**src/rtl/cnn_layer_1_output_packer_pkg.sv**
```systemverilog
// Shared layer-1 geometry and word-width constants for the output packer and its FIFO.
package cnn_layer_1_output_packer_pkg;

   localparam int IMAGE_W  = 28;
   localparam int IMAGE_H  = 28;
   localparam int KERNEL_W = 5;
   localparam int KERNEL_H = 5;

   // Valid (no padding, stride 1) convolution output geometry
   localparam int L1_OUT_W = IMAGE_W - KERNEL_W + 1;
   localparam int L1_OUT_H = IMAGE_H - KERNEL_H + 1;

   localparam int FEATURE_BITWIDTH       = 8;
   localparam int CHANNEL_ACCUM_BITWIDTH = 22;
   localparam int L1_REQ_SHIFT           = 8;
   localparam int L1_OUT_CH              = 3;
   localparam int L1_FIFO_DEPTH          = 8;

endpackage

```
**src/rtl/cnn_layer_1_sync_fifo.sv**
```systemverilog
// Generic single-clock FIFO with combinational head read, full/empty flags and occupancy level.
module cnn_layer_1_sync_fifo #(
   parameter int WIDTH = 26,
   parameter int DEPTH = 8
) (
   input  logic                       clk,
   input  logic                       reset_n,
   input  logic                       clear,
   input  logic                       wr_en,
   input  logic [WIDTH-1:0]           wr_data,
   input  logic                       rd_en,
   output logic [WIDTH-1:0]           rd_data,
   output logic                       full,
   output logic                       empty,
   output logic [$clog2(DEPTH):0]     level
);

   localparam int AW = $clog2(DEPTH);

   logic [WIDTH-1:0] r_mem [DEPTH];
   logic [AW-1:0]    r_wr_ptr;
   logic [AW-1:0]    r_rd_ptr;
   logic [AW:0]      r_level;
   logic             w_wr;
   logic             w_rd;

   assign full    = (r_level == (AW+1)'(DEPTH));
   assign empty   = (r_level == '0);
   assign level   = r_level;
   assign rd_data = r_mem[r_rd_ptr];

   // A write into a full FIFO is only legal when the head leaves in the same cycle
   assign w_rd = rd_en & ~empty;
   assign w_wr = wr_en & (~full | w_rd);

   always_ff @(posedge clk) begin
      if (w_wr && !clear)
         r_mem[r_wr_ptr] <= wr_data;
   end

   always_ff @(posedge clk or negedge reset_n) begin
      if (!reset_n) begin
         r_wr_ptr <= '0;
         r_rd_ptr <= '0;
         r_level  <= '0;
      end else if (clear) begin
         r_wr_ptr <= '0;
         r_rd_ptr <= '0;
         r_level  <= '0;
      end else begin
         if (w_wr)
            r_wr_ptr <= r_wr_ptr + AW'(1);
         if (w_rd)
            r_rd_ptr <= r_rd_ptr + AW'(1);
         r_level <= r_level + (AW+1)'(w_wr) - (AW+1)'(w_rd);
      end
   end

endmodule

```
**src/rtl/cnn_layer_1_output_packer.sv**
```systemverilog
// Requantises layer-1 conv results, tags row/col geometry and queues pixels for layer 2.
// Build option: define CNN_LAYER_1_OUT_ROUND_EN for round-half-up requantisation.
module cnn_layer_1_output_packer
   import cnn_layer_1_output_packer_pkg::*;
#(
   parameter int OUT_CH = L1_OUT_CH,
   parameter int ACC_W  = CHANNEL_ACCUM_BITWIDTH,
   parameter int FEAT_W = FEATURE_BITWIDTH,
   parameter int SHIFT  = L1_REQ_SHIFT,
   parameter int DEPTH  = L1_FIFO_DEPTH,
   parameter int OUT_W  = L1_OUT_W,
   parameter int OUT_H  = L1_OUT_H
) (
   input  logic                       clk,
   input  logic                       reset_n,
   input  logic                       clear,
   input  logic                       result_valid,
   input  logic [OUT_CH*ACC_W-1:0]    output_feature,
   output logic                       m_valid,
   input  logic                       m_ready,
   output logic [OUT_CH*FEAT_W-1:0]   m_data,
   output logic                       m_eol,
   output logic                       m_last,
   output logic                       frame_done,
   output logic                       overflow,
   output logic [$clog2(DEPTH):0]     fifo_level
);

   localparam int CW = $clog2(OUT_W);
   localparam int RW = $clog2(OUT_H);
   localparam int DW = OUT_CH * FEAT_W;
   localparam int EW = DW + 2;
   localparam logic [CW-1:0] COL_MAX = CW'(OUT_W - 1);
   localparam logic [RW-1:0] ROW_MAX = RW'(OUT_H - 1);

   logic [DW-1:0]  w_q;
   logic           w_eol;
   logic           w_last;
   logic [CW-1:0]  r_col;
   logic [RW-1:0]  r_row;
   logic           r_s1_valid;
   logic [DW-1:0]  r_s1_data;
   logic           r_s1_eol;
   logic           r_s1_last;
   logic           r_overflow;
   logic           r_frame_done;
   logic [EW-1:0]  w_head;
   logic           w_full;
   logic           w_empty;
   logic           w_pop;

   genvar gi;
   generate
      for (gi = 0; gi < OUT_CH; gi++) begin : g_req
         logic [ACC_W-1:0] w_x;
         logic [ACC_W:0]   w_sum;
         logic [ACC_W:0]   w_y;

         assign w_x = output_feature[gi*ACC_W +: ACC_W];
`ifdef CNN_LAYER_1_OUT_ROUND_EN
         localparam logic [ACC_W:0] RND = (ACC_W+1)'(1) << (SHIFT - 1);
         assign w_sum = {w_x[ACC_W-1], w_x} + RND;
`else
         assign w_sum = {w_x[ACC_W-1], w_x};
`endif
         // Sign is taken from the raw input so rounding can never lift a negative value above 0
         assign w_y = w_sum >> SHIFT;
         assign w_q[gi*FEAT_W +: FEAT_W] = w_x[ACC_W-1]          ? '0 :
                                           (|w_y[ACC_W:FEAT_W])  ? '1 :
                                                                   w_y[FEAT_W-1:0];
      end
   endgenerate

   assign w_eol  = (r_col == COL_MAX);
   assign w_last = w_eol & (r_row == ROW_MAX);

   // Geometry advances on every pulse, dropped or not, so tags stay frame-aligned
   always_ff @(posedge clk or negedge reset_n) begin
      if (!reset_n) begin
         r_col      <= '0;
         r_row      <= '0;
         r_s1_valid <= 1'b0;
         r_s1_data  <= '0;
         r_s1_eol   <= 1'b0;
         r_s1_last  <= 1'b0;
      end else if (clear) begin
         r_col      <= '0;
         r_row      <= '0;
         r_s1_valid <= 1'b0;
      end else begin
         r_s1_valid <= result_valid;
         if (result_valid) begin
            r_s1_data <= w_q;
            r_s1_eol  <= w_eol;
            r_s1_last <= w_last;
            if (w_eol) begin
               r_col <= '0;
               r_row <= (r_row == ROW_MAX) ? '0 : r_row + RW'(1);
            end else begin
               r_col <= r_col + CW'(1);
            end
         end
      end
   end

   cnn_layer_1_sync_fifo #(
      .WIDTH (EW),
      .DEPTH (DEPTH)
   ) u_fifo (
      .clk     (clk),
      .reset_n (reset_n),
      .clear   (clear),
      .wr_en   (r_s1_valid),
      .wr_data ({r_s1_last, r_s1_eol, r_s1_data}),
      .rd_en   (m_ready),
      .rd_data (w_head),
      .full    (w_full),
      .empty   (w_empty),
      .level   (fifo_level)
   );

   assign w_pop = m_ready & ~w_empty;

   always_ff @(posedge clk or negedge reset_n) begin
      if (!reset_n) begin
         r_overflow   <= 1'b0;
         r_frame_done <= 1'b0;
      end else if (clear) begin
         r_overflow   <= 1'b0;
         r_frame_done <= 1'b0;
      end else begin
         if (r_s1_valid && w_full && !w_pop)
            r_overflow <= 1'b1;
         r_frame_done <= w_pop & w_head[EW-1];
      end
   end

   assign m_valid    = ~w_empty;
   assign m_data     = w_head[DW-1:0];
   assign m_eol      = w_head[DW];
   assign m_last     = w_head[DW+1];
   assign overflow   = r_overflow;
   assign frame_done = r_frame_done;

endmodule
```
**config.mk**
```make
export PLATFORM = sky130hd
export DESIGN_NAME = cnn_layer_1_output_packer
export DESIGN_NICKNAME = d
export VERILOG_FILES = /design/src/rtl/cnn_layer_1_output_packer_pkg.sv /design/src/rtl/cnn_layer_1_sync_fifo.sv /design/src/rtl/cnn_layer_1_output_packer.sv
export SDC_FILE = /design/constraint.sdc
export NUM_CORES = 1
export LEC_CHECK = 0
export BUFFER_PORTS_ARGS = -buffer_cell sky130_fd_sc_hd__buf_2
export CELL_PAD_IN_SITES_DETAIL_PLACEMENT = 0
export CELL_PAD_IN_SITES_GLOBAL_PLACEMENT = 1
export CORE_ASPECT_RATIO = 0.6
export CORE_MARGIN = 2
export CORE_UTILIZATION = 51
export CTS_CLUSTER_DIAMETER = 200
export DETAILED_ROUTE_END_ITERATION = 8
export MAX_ROUTING_LAYER = met4
export PLACE_DENSITY = 0.87
export SETUP_SLACK_MARGIN = 0.3
export SLEW_MARGIN = 20
export SYNTH_ARGS = -nofsm -noshare
export SYNTH_HDL_FRONTEND = slang
export SYNTH_SLANG_ARGS = --single-unit
```
**constraint.sdc**
```tcl
create_clock -name clk -period 5 [get_ports clk]
set_input_delay 0.75 -clock clk [delete_from_list [all_inputs] [get_ports clk]]
set_output_delay 0.75 -clock clk [all_outputs]
set_load 0.005 [all_outputs]
```
== Word level (Yosys, flattened, before mapping) ==
Memory sizes are Yosys's and may differ from the RTL's.
Cells that the tools add are included.
Cells by class
  mux-type cells: 24
  equality and inequality tests: 3
  reductions and logical operators: 16
  bitwise operators: 8
  $add $sub $neg: 6
Operator list (count)
  2-to-1 mux 8 bit: 6
  2-to-1 mux 5 bit: 7
  OR reduction 6 bit: 3
  2-to-1 mux 3 bit: 4
  adder 5 x 1 -> 5 bit (second input constant): 2
  == test 5 bit (second input constant): 2
  nonzero test 2 bit: 5
  adder 3 x 1 -> 3 bit (second input constant): 2
  2-to-1 mux 1 bit: 6
  adder 4 x 1 -> 4 bit: 1
  AND 1 bit: 4
  == test 4 bit (second input constant): 1
  zero test 4 bit: 1
  2-to-1 mux 4 bit: 1
  AND reduction 2 bit: 2
  subtractor 4 x 1 -> 4 bit: 1
  logical AND 1 bit: 3
  NOT 1 bit: 3
  zero test 1 bit: 2
  OR 1 bit: 1
Storage, ports and cells
  bits in writable memories: 208
  register bits after elaboration: 49
  memories: 1
  output and inout bits: 33
  word-level logic and storage cells: 69
  bits of input ports: 71
Memories
  u_fifo.r_mem: words 8, bits a word 26, rd ports 1, clocked after Yosys merged registers in 0, wr ports 1, line cnn_layer_1_sync_fifo.sv:20  | logic [WIDTH-1:0] r_mem [DEPTH];

== Logic depth before layout (Yosys ltp) ==
Gate-level depths: netlist of the first run.
  word-level depth: 8
  gate-level depth with buffers: 10
  gate-level depth less buffers: 10

== Hierarchy ==
Synthesis of the first run repeated with hierarchy kept, for this count alone.
Unflattened totals
  cells, all modules: 567
  area, all modules: 10513.8 um^2
Modules (own cells, without submodules)
  cnn_layer_1_sync_fifo: seq. area each 6496.2 um^2, cells an instance 385, times used 1, area each 8765.9 um^2
  cnn_layer_1_output_packer: seq. area each 975.9 um^2, cells an instance 182, times used 1, area each 1747.9 um^2

== Least setup slack after synthesis of the first run ==
No wires, ideal clock.
  path kind: input to register
  from: input m_ready
  to: memory u_fifo.r_mem[2][0] (enable)
  data arrival time: 3.922 ns
  library setup time: 0.484 ns
  required time: 4.516 ns
  cell stages on the path: 3
  setup slack: 0.594 ns
  path through: nor2b_1 o31ai_4 nor4b_1
Between the ends
  word-level cells in the longest chain between the ends: 6
RTL lines
  start: declaration: line cnn_layer_1_output_packer.sv:20  | input logic m_ready,
  AND 1 bit: line cnn_layer_1_sync_fifo.sv:33  | assign w_rd = rd_en & ~empty;
  OR 1 bit: line cnn_layer_1_sync_fifo.sv:34  | assign w_wr = wr_en & (~full | w_rd);
  AND 1 bit: line cnn_layer_1_sync_fifo.sv:34
  logical AND 1 bit: line cnn_layer_1_sync_fifo.sv:37  | if (w_wr && !clear)
  2-to-1 mux 1 bit: line cnn_layer_1_sync_fifo.sv:37
  2-to-1 mux 1 bit (not written as such): line cnn_layer_1_sync_fifo.sv:38  | r_mem[r_wr_ptr] <= wr_data;
  end: declaration: line cnn_layer_1_sync_fifo.sv:20
No other way between the ends.

== Final worst setup path of the first run ==
  from: register u_fifo.r_rd_ptr[0]
  to: output m_data[5]
Between the ends
  word-level cells in the longest chain between the ends: 1
RTL lines
  start: declaration: line cnn_layer_1_sync_fifo.sv:22  | logic [AW-1:0] r_rd_ptr;
  start signal: assignment: line cnn_layer_1_sync_fifo.sv:54  | r_rd_ptr <= r_rd_ptr + AW'(1);
  memory read (8 x 26 bit)
  end: declaration: line cnn_layer_1_output_packer.sv:21  | output logic [OUT_CH*FEAT_W-1:0] m_data,
No other way between the ends.

==> results of run 1 <==
-- metrics by stage --
step,util (%),worst slack [ns]
final,60.2,1.35
after CTS,60.2,1.00
after global routing,60.2,1.23
after floorplan,-,0.594
after global placement,55.8,1.62
after detailed placement,55.8,1.56
-- routing by layer --
| metal | up-vias | track usage [%] |
|---|---|---|
| met2 | 189 | 32.9 |
| met4 | 0 | 3.44 |
| met3 | 30 | 3.02 |
| li1 | 2436 | - |
| met5 | - | - |
| met1 | 2821 | 27.5 |
-- worst max-delay path, cell delays in order (launching register included) --
cell     delay (ns)
dfrtp_4        0.87
buf_4          0.45
mux4_1         0.60
mux2_2         0.32
buf_2          0.14
-- layout make-up --
cell class / instances / area (um2) / area share [%]
Multi-Input combinational cell: 260 / 2770 / 23.0
Sequential cell: 257 / 7480 / 62.1
Inverter: 15 / 56.3 / 0.467
Clock inverter: 16 / 230 / 1.91
Clock buffer: 28 / 647 / 5.37
Timing Repair Buffer: 96 / 523 / 4.34
Tap cell: 273 / 342 / 2.84
-- final timing paths --
| path | from | endpoint | slack (ns) | cells after the start |
|---|---|---|---|---|
| min in group clk | output_feature[12] | r_s1_data[4]$_DFFE_PN0P_ | 0.52 | 3 |
| worst max-delay path | u_fifo.r_rd_ptr[0]$_DFFE_PN0P_ | m_data[5] | 1.35 | 4 |
| max in group asynchronous | reset_n | u_fifo.r_rd_ptr[0]$_DFFE_PN0P_ | 4.09 | 2 |
| worst min-delay path | reset_n | r_s1_data[15]$_DFFE_PN0P_ | 0.38 | 2 |
| worst max register to register | u_fifo.level[2]$_DFF_PN0_ | u_fifo.r_mem[5][7]$_DFFE_PP_ | 2.27 | 6 |
| worst min register to register | overflow$_DFFE_PN0P_ | overflow$_DFFE_PN0P_ | 0.54 | 2 |
-- flip-flops by register name, summed over array words and instances, names as in the netlist, 3 cells and up --
name             cells
u_fifo.level         4
u_fifo.r_rd_ptr      3
u_fifo.r_mem       208
r_col                5
r_row                5
u_fifo.r_wr_ptr      3
r_s1_data           24
-- Yosys cell counts, drive strengths merged, types with 3 or more instances --
library cell	n	share of area (%)
o21ai	29	1.4
or2	8	0.48
or4	3	0.22
o31ai	3	0.35
nor4	4	0.24
dfrtp	49	12
mux2i	3	0.29
clkbuf	16	0.58
inv	14	0.50
nand2	30	1.1
nand2b	6	0.36
edfxtp	208	60
mux4	52	12
buf	15	1.0
mux2	28	3.1
nor2	10	0.36
nor2b	6	0.36
nand3	5	0.24
ha	10	1.2
a21oi	6	0.29
a311oi	3	0.25
nor3	29	1.4
-- report_power, final --
group	internal, W	total (W)	switching (W)
clock	0.00124	0.00199	0.000758
sequential	0.00242	0.00257	0.000152
combinational	0.000396	0.000702	0.000306
total	0.00405	0.00527	0.00122
-- logic make-up after synthesis --
group / Yosys count / synth area share [%]
AO/OA/AOI/OAI: 48 / 2.87
XOR/XNOR: 4 / 0.336
adder cells (fa/ha/maj): 11 / 1.39
buffers and inverters: 46 / 2.16
flip-flops: 257 / 71.7
multiplexers: 83 / 15.8
AND/OR/NAND/NOR: 114 / 5.70
==> flow_summary_export.csv, run 1 <==
group,metric,value,unit
outcome,status,"completed",
timing,slew_violations,0,
logic_synthesis,ys_seq_elements,257,
place,place_inst,901,
logic_synthesis,synth_warnings,0,
finish,syn2layout_area_growth,15.6,%
finish,drive_gt1_share,30.2,%
routing,drt_first_iter_violations,521,
routing,top_layer,"met4",
worst_hold_path,holdCritPathClass,"primary input to asynchronous set/reset pin",
place,post-dp-hpwl,12200,um
timing,hold_slack,0.384,ns
routing,wirelength,20800,um
floorplan,fp.dieArea,21600,um2
finish,fillers,1454,
floorplan,die_w,189,um
finish,layout_common_cells,"208 x edfxtp_1, 79 x buf_2, 47 x dfrtp_1, 35 x mux4_1, 30 x nand2_1",
grt,overflow,0,
grt,grt_max_degree,50,
finish,fin_nets,736,
timing,finalSetupViolCount,0,
cts,clk_path_buf_depth,3,
routing,drt-vias-per-instance,5.79,
logic_synthesis,synth.distinct_cells,48,
timing,finalHoldViolCount,0,
grt,antenna_found_initial,0,
cts,hold_buffers,0,
routing,dr_wl_met3,1230,um
cts,cts_tree,"done",
floorplan,start_util,52.1,%
finish,fin_area,12000,um2
cts,htreeDepth,1,
timing,tns,0,ns
place,port_buffers,79,
timing,fin_skew,0.0198,ns
job,maxCapViolCount,0,
cts,cts_root_buf,"clkbuf_16",
routing,met2_wirelength,10100,um
finish,final_common_cell,"edfxtp_1",
pwr,ir_drop,247,uV
grt,track_usage,20.0,%
logic_synthesis,syn_inst,563,
place,place_area,11200,um2
place,gp_congestion,0.780,
logic_synthesis,synthesis.nets,645,
cts,clk-insertion-delay-late,0.51,ns
cts,clkTransAtPathRegs,0.06,ns
cts,post-cts-setup-buffers,0,
pwr,p_per_area,437,nW/um2
logic_synthesis,synth_edf_count,208,
routing,route.detailed.drc,0,
routing,routed-via-count,5476,
floorplan,fp.coreArea,20000,um2
worst_setup_path,crit_path_start_kind,"flop",
pwr,total_leakage_power,4.31,nW
floorplan,rows,40,
grt,grt_pass1_wl,31600,um
worst_setup_path,cp_max_fo,36,
timing,worst_pin_slew,0.971,ns
grt,grt_pass1_vias,5538,
timing,rsz0062_at_grt,"no",
pwr,finalPower,0.00527,W
cts,cts-resized-gates,0,
routing,met1_length,9220,um
routing,dr.pass1.iters,6,
timing,period_needed,3.65,ns
finish,final_cells,945,
routing,antenna_left,0,
worst_setup_path,criticalPathCategory,"flop to output pin",
logic_synthesis,synth_area,10400,um2
routing,wire_per_inst,22.0,um
logic_synthesis,yosysSeqAreaShare,71.7,%
floorplan,io_pins,104,
cts,clock-sinks,257,
timing,finalCritPeriodShare,73.1,%
floorplan,die_h,115,um
worst_setup_path,crit_path_end_kind,"output pin",
finish,num_antenna_cells,0,
logic_synthesis,synthFlopType,"edfxtp_1",
logic_synthesis,syn_avg_cell_area,18.5,um2
worst_setup_path,critPathRequiredTime,4.25,ns
cts,numCtsBuffers,24,
logic_synthesis,ys_async_sr_fraction,19.1,%
timing,fmax,0.274,GHz
worst_setup_path,arrival,2.90,ns
timing,relSlewSlack,35.2,%
(Power assumes the default switching activity.)
==> run 2, diff against run 1 <==
==> constraint.sdc (replaced) <==
create_clock -name clk -period 3.39 [get_ports clk]
set_input_delay 0.5085 -clock clk [delete_from_list [all_inputs] [get_ports clk]]
set_output_delay 0.5085 -clock clk [all_outputs]
set_load 0.005 [all_outputs]
==> run 2 against run 1 <==
Sequential power increased by 46%. Via count decreased by 0.71%. Wire length decreased by 1.8%. Flip-flop and latch count unchanged. Worst hold slack got worse by 0.27 ns. Largest power group unchanged. Highest routed layer unchanged.
==> flow_summary_export.csv, run 2 (synthesis gave the netlist of run 1 again) <==
group,metric,value,unit
cts,cts_tree,"done",
worst_setup_path,crit_path_start_kind,"flop",
routing,drt_first_iter_violations,474,
timing,fin_skew,0.0118,ns
timing,relSlewSlack,42.0,%
routing,drt-vias-per-instance,5.72,
timing,fmax,0.337,GHz
worst_setup_path,criticalPathCategory,"flop to output pin",
worst_setup_path,regToRegEndpoint,"u_fifo.level[3]$_DFF_PN0_",
grt,overflow,0,
grt,track_usage,20.0,%
routing,wirelength,20400,um
cts,clk-insertion-delay-late,0.51,ns
grt,grt_max_degree,35,
cts,numCtsBuffers,24,
job,maxCapViolCount,0,
floorplan,die_h,115,um
place,place_inst,906,
place,port_buffers,79,
finish,largest_reg_flops,208,
worst_setup_path,crit_path_end_kind,"output pin",
finish,reg.largest.list,"u_fifo.r_mem: 208 flops, r_s1_data: 24 flops",
timing,worst_pin_slew,0.870,ns
timing,period_needed,2.97,ns
pwr,p_per_area,625,nW/um2
place,post-dp-hpwl,12500,um
worst_setup_path,r2r_slack,0.73,ns
timing,rsz0062_at_grt,"no",
routing,dr.pass1.iters,6,
floorplan,fp.coreArea,20000,um2
cts,htreeDepth,1,
place,gp_congestion,0.801,
floorplan,rows,40,
cts,hold_buffers,0,
routing,route.detailed.drc,0,
finish,final_cells,950,
finish,fin_area,12000,um2
worst_hold_path,holdCritPathClass,"primary input to asynchronous set/reset pin",
floorplan,fp.dieArea,21600,um2
timing,slew_violations,0,
finish,utilization,60.1,%
timing,finalSetupViolCount,0,
finish,final_common_cell,"edfxtp_1",
finish,fin_nets,741,
finish,drive_gt1_share,30.4,%
timing,finalCritPeriodShare,87.6,%
place,place_area,11200,um2
finish,layout_common_cells,"208 x edfxtp_1, 79 x buf_2, 47 x dfrtp_1, 35 x mux4_1, 30 x nand2_1",
pwr,total_leakage_power,4.29,nW
finish,syn2layout_area_growth,15.5,%
outcome,status,"completed",
worst_setup_path,ff2ff_path_depth,10,
cts,cts_root_buf,"clkbuf_16",
pwr,ir_drop,337,uV
worst_setup_path,arrival,2.46,ns
worst_setup_path,critPathLaunch,"u_fifo.r_rd_ptr[0]$_DFFE_PN0P_",
cts,clock-sinks,257,
worst_setup_path,r2r-start,"u_fifo.level[2]$_DFF_PN0_",
worst_setup_path,critPathRequiredTime,2.88,ns
finish,fillers,1460,
finish,top_register,"u_fifo.r_mem",
routing,wire_per_inst,21.5,um
floorplan,start_util,52.1,%
floorplan,io_pins,104,
cts,clkTransAtPathRegs,0.06,ns
finish,num_antenna_cells,0,
grt,grt_pass1_wl,31500,um
cts,post-cts-setup-buffers,0,
floorplan,die_w,189,um
timing,finalHoldViolCount,0,
grt,antenna_found_initial,0,
worst_setup_path,cp_max_fo,29,
routing,antenna_left,0,
cts,clk_path_buf_depth,3,
pwr,finalPower,0.00752,W
grt,grt_pass1_vias,5501,
worst_setup_path,cp-endpoint,"m_data[6]",
routing,routed-via-count,5437,
-- run 2: changes by cell type in the layout (fill, tap and decap cells not counted), sizes merged --
cell,change
buf,+5
bufinv,-5
clkbuf,+5
clkinv,-3
inv,+2
clkinvlp,+1
-- run 2: report_power, final --
part	switching (W)	internal, W
clock network	0.00112	0.00154
logic	0.000512	0.000608
registers	0.000167	0.00357
-- run 2: critical path: stages (launching register included) --
cell and delay (ns):
dfrtp_4 0.61, buf_12 0.27, mux4_1 0.59, mux2_2 0.32
buf_2 0.14
-- run 2: final cells by class --
class                      instances  area, um2  share of cell area (%)
timing repair buffer             101        589                    4.90
inverter                          15       57.6                   0.478
tap                              273        342                    2.84
clock buffer                      33        706                    5.86
sequential                       257       7480                    62.1
multi-input combinational        260       2770                    23.0
clock inverter                    11       91.3                   0.759
-- run 2: what timing repair did --
action / CTS / global route
resized for setup: 2 / 1
setup endpoints to repair: 25 / 3
endpoints found under the hold margin: 0 / 0
-- run 2: per-layer routing --
metal	up-vias	global-route usage, %	share of wire [%]
li1	2448	-	-
met1	2810	27.8	45
met2	149	31.7	48
met3	30	3.60	5.7
met4	0	3.85	1.7
met5	-	-	0
-- run 2: worst min path at each step --
stage,start,endpoint,cells past startpoint
2_1_floorplan,reset_n,frame_done$_DFF_PN0_,0
3_3_place_gp,overflow$_DFFE_PN0P_,overflow$_DFFE_PN0P_,2
3_5_place_dp,overflow$_DFFE_PN0P_,overflow$_DFFE_PN0P_,2
4_1_cts,reset_n,r_row[1]$_DFFE_PN0P_,1
5_1_grt,reset_n,r_s1_eol$_DFFE_PN0P_,1
6_report,reset_n,r_row[1]$_DFFE_PN0P_,1
-- run 2: metrics by stage --
step	TNS, ns	worst slack (ns)	hold WS (ns)
2_1_floorplan	-109.96	-0.870	0.213
6_report	0	0.419	0.113
3_3_place_gp	0	0.700	0.495
5_1_grt	0	0.341	0.166
3_5_place_dp	0	0.721	0.519
4_1_cts	0	0.345	0.146
==> run 3, diff against run 2 <==
--- a/config.mk
+++ b/config.mk
@@ -10,11 +10,12 @@
 export CELL_PAD_IN_SITES_GLOBAL_PLACEMENT = 1
 export CORE_ASPECT_RATIO = 0.6
 export CORE_MARGIN = 2
-export CORE_UTILIZATION = 51
+export CORE_UTILIZATION = 54
 export CTS_CLUSTER_DIAMETER = 200
 export DETAILED_ROUTE_END_ITERATION = 8
+export GPL_ROUTABILITY_DRIVEN = 0
 export MAX_ROUTING_LAYER = met4
-export PLACE_DENSITY = 0.87
+export PLACE_DENSITY = 0.91
 export SETUP_SLACK_MARGIN = 0.3
 export SLEW_MARGIN = 20
 export SYNTH_ARGS = -nofsm -noshare
==> constraint.sdc (replaced) <==
create_clock -name clk -period 3.47 [get_ports clk]
set_input_delay 0.5205 -clock clk [delete_from_list [all_inputs] [get_ports clk]]
set_output_delay 0.5205 -clock clk [all_outputs]
set_load 0.005 [all_outputs]
==> run 3 against run 2 <==
First-iteration DRC count grew 3.4%. Clock power shrank 7%. Die area shrank 5.4%. Worst setup slack gained 0.079 ns. Critical path depth is the same. Worst hold slack gained 0.18 ns.
==> flow_summary_export.csv, run 3 (synthesis gave the netlist of run 1 again) <==
group,metric,value,unit
outcome,status,"completed",
grt,overflow,0,
cts,htreeDepth,1,
routing,routed-via-count,5444,
floorplan,start_util,54.9,%
worst_setup_path,critPathRequiredTime,2.95,ns
cts,numCtsBuffers,23,
floorplan,fp.dieArea,20500,um2
worst_setup_path,crit_slowest_cell,"mux4_1",
worst_hold_path,holdCritPathClass,"primary input to flop",
timing,rsz0062_at_grt,"no",
timing,relSlewSlack,59.3,%
finish,utilization,62.8,%
pwr,total_leakage_power,4.25,nW
finish,top_register,"u_fifo.r_mem",
finish,fin_nets,738,
cts,cts_root_buf,"clkbuf_16",
worst_setup_path,path_delay_family,"multiplexers",
routing,dr.pass1.iters,5,
cts,clock-sinks,257,
timing,tns,0,ns
cts,clk_path_buf_depth,3,
place,port_buffers,79,
job,maxCapViolCount,0,
worst_setup_path,arrival,2.45,ns
timing,slew_violations,0,
place,post-dp-hpwl,12300,um
routing,wirelength,20500,um
grt,grt_max_degree,51,
timing,fmax,0.337,GHz
floorplan,die_w,183,um
routing,wire_per_inst,22.4,um
grt,track_usage,21.2,%
finish,fillers,1310,
floorplan,rows,39,
timing,finalCritPeriodShare,85.6,%
routing,route.detailed.drc,0,
worst_setup_path,cp_num_cells,4,
worst_setup_path,ff2ff_path_depth,10,
finish,reg.largest.list,"u_fifo.r_mem: 208 flops, r_s1_data: 24 flops",
place,place_area,11200,um2
cts,clk-insertion-delay-late,0.51,ns
worst_setup_path,crit_path_end_kind,"output pin",
cts,cts_tree,"done",
timing,period_needed,2.97,ns
timing,worst_slack,0.499,ns
worst_setup_path,critical_path_buf_inv_count,2,
finish,drive_gt1_share,29.7,%
timing,fin_skew,0.0184,ns
timing,finalSetupViolCount,0,
worst_setup_path,crit_path_max_incr_delay,0.63,ns
cts,post-cts-setup-buffers,0,
timing,worst_pin_slew,0.610,ns
floorplan,fp.coreArea,19000,um2
worst_setup_path,crit_path_start_kind,"flop",
finish,final_cells,917,
worst_setup_path,cp_max_fo,50,
finish,largest_reg_flops,208,
finish,layout_common_cells,"208 x edfxtp_1, 79 x buf_2, 47 x dfrtp_1, 35 x mux4_1, 30 x nand2_1",
finish,num_antenna_cells,0,
floorplan,die_h,112,um
finish,fin_area,11900,um2
place,place_ws,0.865,ns
grt,grt_pass1_vias,5655,
routing,antenna_left,0,
routing,drt-vias-per-instance,5.94,
worst_setup_path,path_cells,"buf_12, mux4_1, mux2_2, buf_2",
routing,drt_first_iter_violations,490,
worst_hold_path,hold_depth,3,
cts,clkTransAtPathRegs,0.06,ns
timing,finalHoldViolCount,0,
worst_setup_path,criticalPathCategory,"flop to output pin",
floorplan,io_pins,104,
grt,grt_pass1_wl,31700,um
finish,final_common_cell,"edfxtp_1",
finish,syn2layout_area_growth,14.3,%
pwr,ir_drop,330,uV
grt,antenna_found_initial,0,
place,place_inst,876,
pwr,p_per_area,606,nW/um2
## run 3: changes by cell type in the layout (fill, tap and decap cells not counted), sizes merged
| cell | change |
|---|---|
| clkbuf | -2 |
| inv | -1 |
| buf | -3 |
| dlygate4sd3 | +1 |
| bufinv | +1 |
| clkinv | -2 |
## run 3: final timing paths
kind / from / endpoint / slack, ns
min reg2reg: overflow$_DFFE_PN0P_ / overflow$_DFFE_PN0P_ / 0.50
max reg2reg: u_fifo.level[2]$_DFF_PN0_ / u_fifo.level[3]$_DFF_PN0_ / 0.81
max in group asynchronous: reset_n / u_fifo.r_rd_ptr[0]$_DFFE_PN0P_ / 2.14
max: u_fifo.r_rd_ptr[0]$_DFFE_PN0P_ / m_data[5] / 0.50
min: output_feature[9] / r_s1_data[1]$_DFFE_PN0P_ / 0.29
min in group asynchronous: reset_n / r_s1_data[6]$_DFFE_PN0P_ / 0.51
## run 3: layout make-up
type                            count  area (um2)  share of cell area (%)
Sequential cell                   257        7470                    62.7
Timing Repair Buffer               99         573                    4.81
Multi-Input combinational cell    260        2770                    23.3
Inverter                           15        60.1                   0.504
Clock buffer                       31         626                    5.25
Tap cell                          246         308                    2.58
Clock inverter                      9         100                   0.840
## run 3: power breakdown
| part | internal (W) | switching [W] |
|---|---|---|
| registers | 0.00349 | 0.000152 |
| clock network | 0.00142 | 0.00105 |
| logic | 0.000588 | 0.000521 |
## run 3: worst min-delay path: stages
cell,delay (ns)
buf_2,0.08
nor3_1,0.04
o21ai_0,0.12
## run 3: metal layers
| metal | global-route usage, % | share of wire (%) | routed length (um) | up-vias |
|---|---|---|---|---|
| met5 | - | 0 | 0 | - |
| met4 | 4.32 | 1.6 | 319 | 0 |
| met3 | 3.53 | 5.8 | 1190 | 32 |
| met2 | 33.3 | 48 | 9930 | 172 |
| met1 | 30.1 | 44 | 9070 | 2798 |
| li1 | - | - | - | 2442 |
## run 3: timing repair
item                                    CTS  global route
endpoints found under the setup margin    0             2
hold endpoints to repair                 18             0
gates resized for setup                   0             1
hold buffers                              1             0
## run 3: stage by stage
stage                     power [W]  hold WS, ns
final                       0.00722        0.293
after global routing        0.00751        0.305
after global placement      0.00476        0.485
after detailed placement    0.00482        0.491
after floorplan             0.00445        0.225
after CTS                   0.00728        0.278
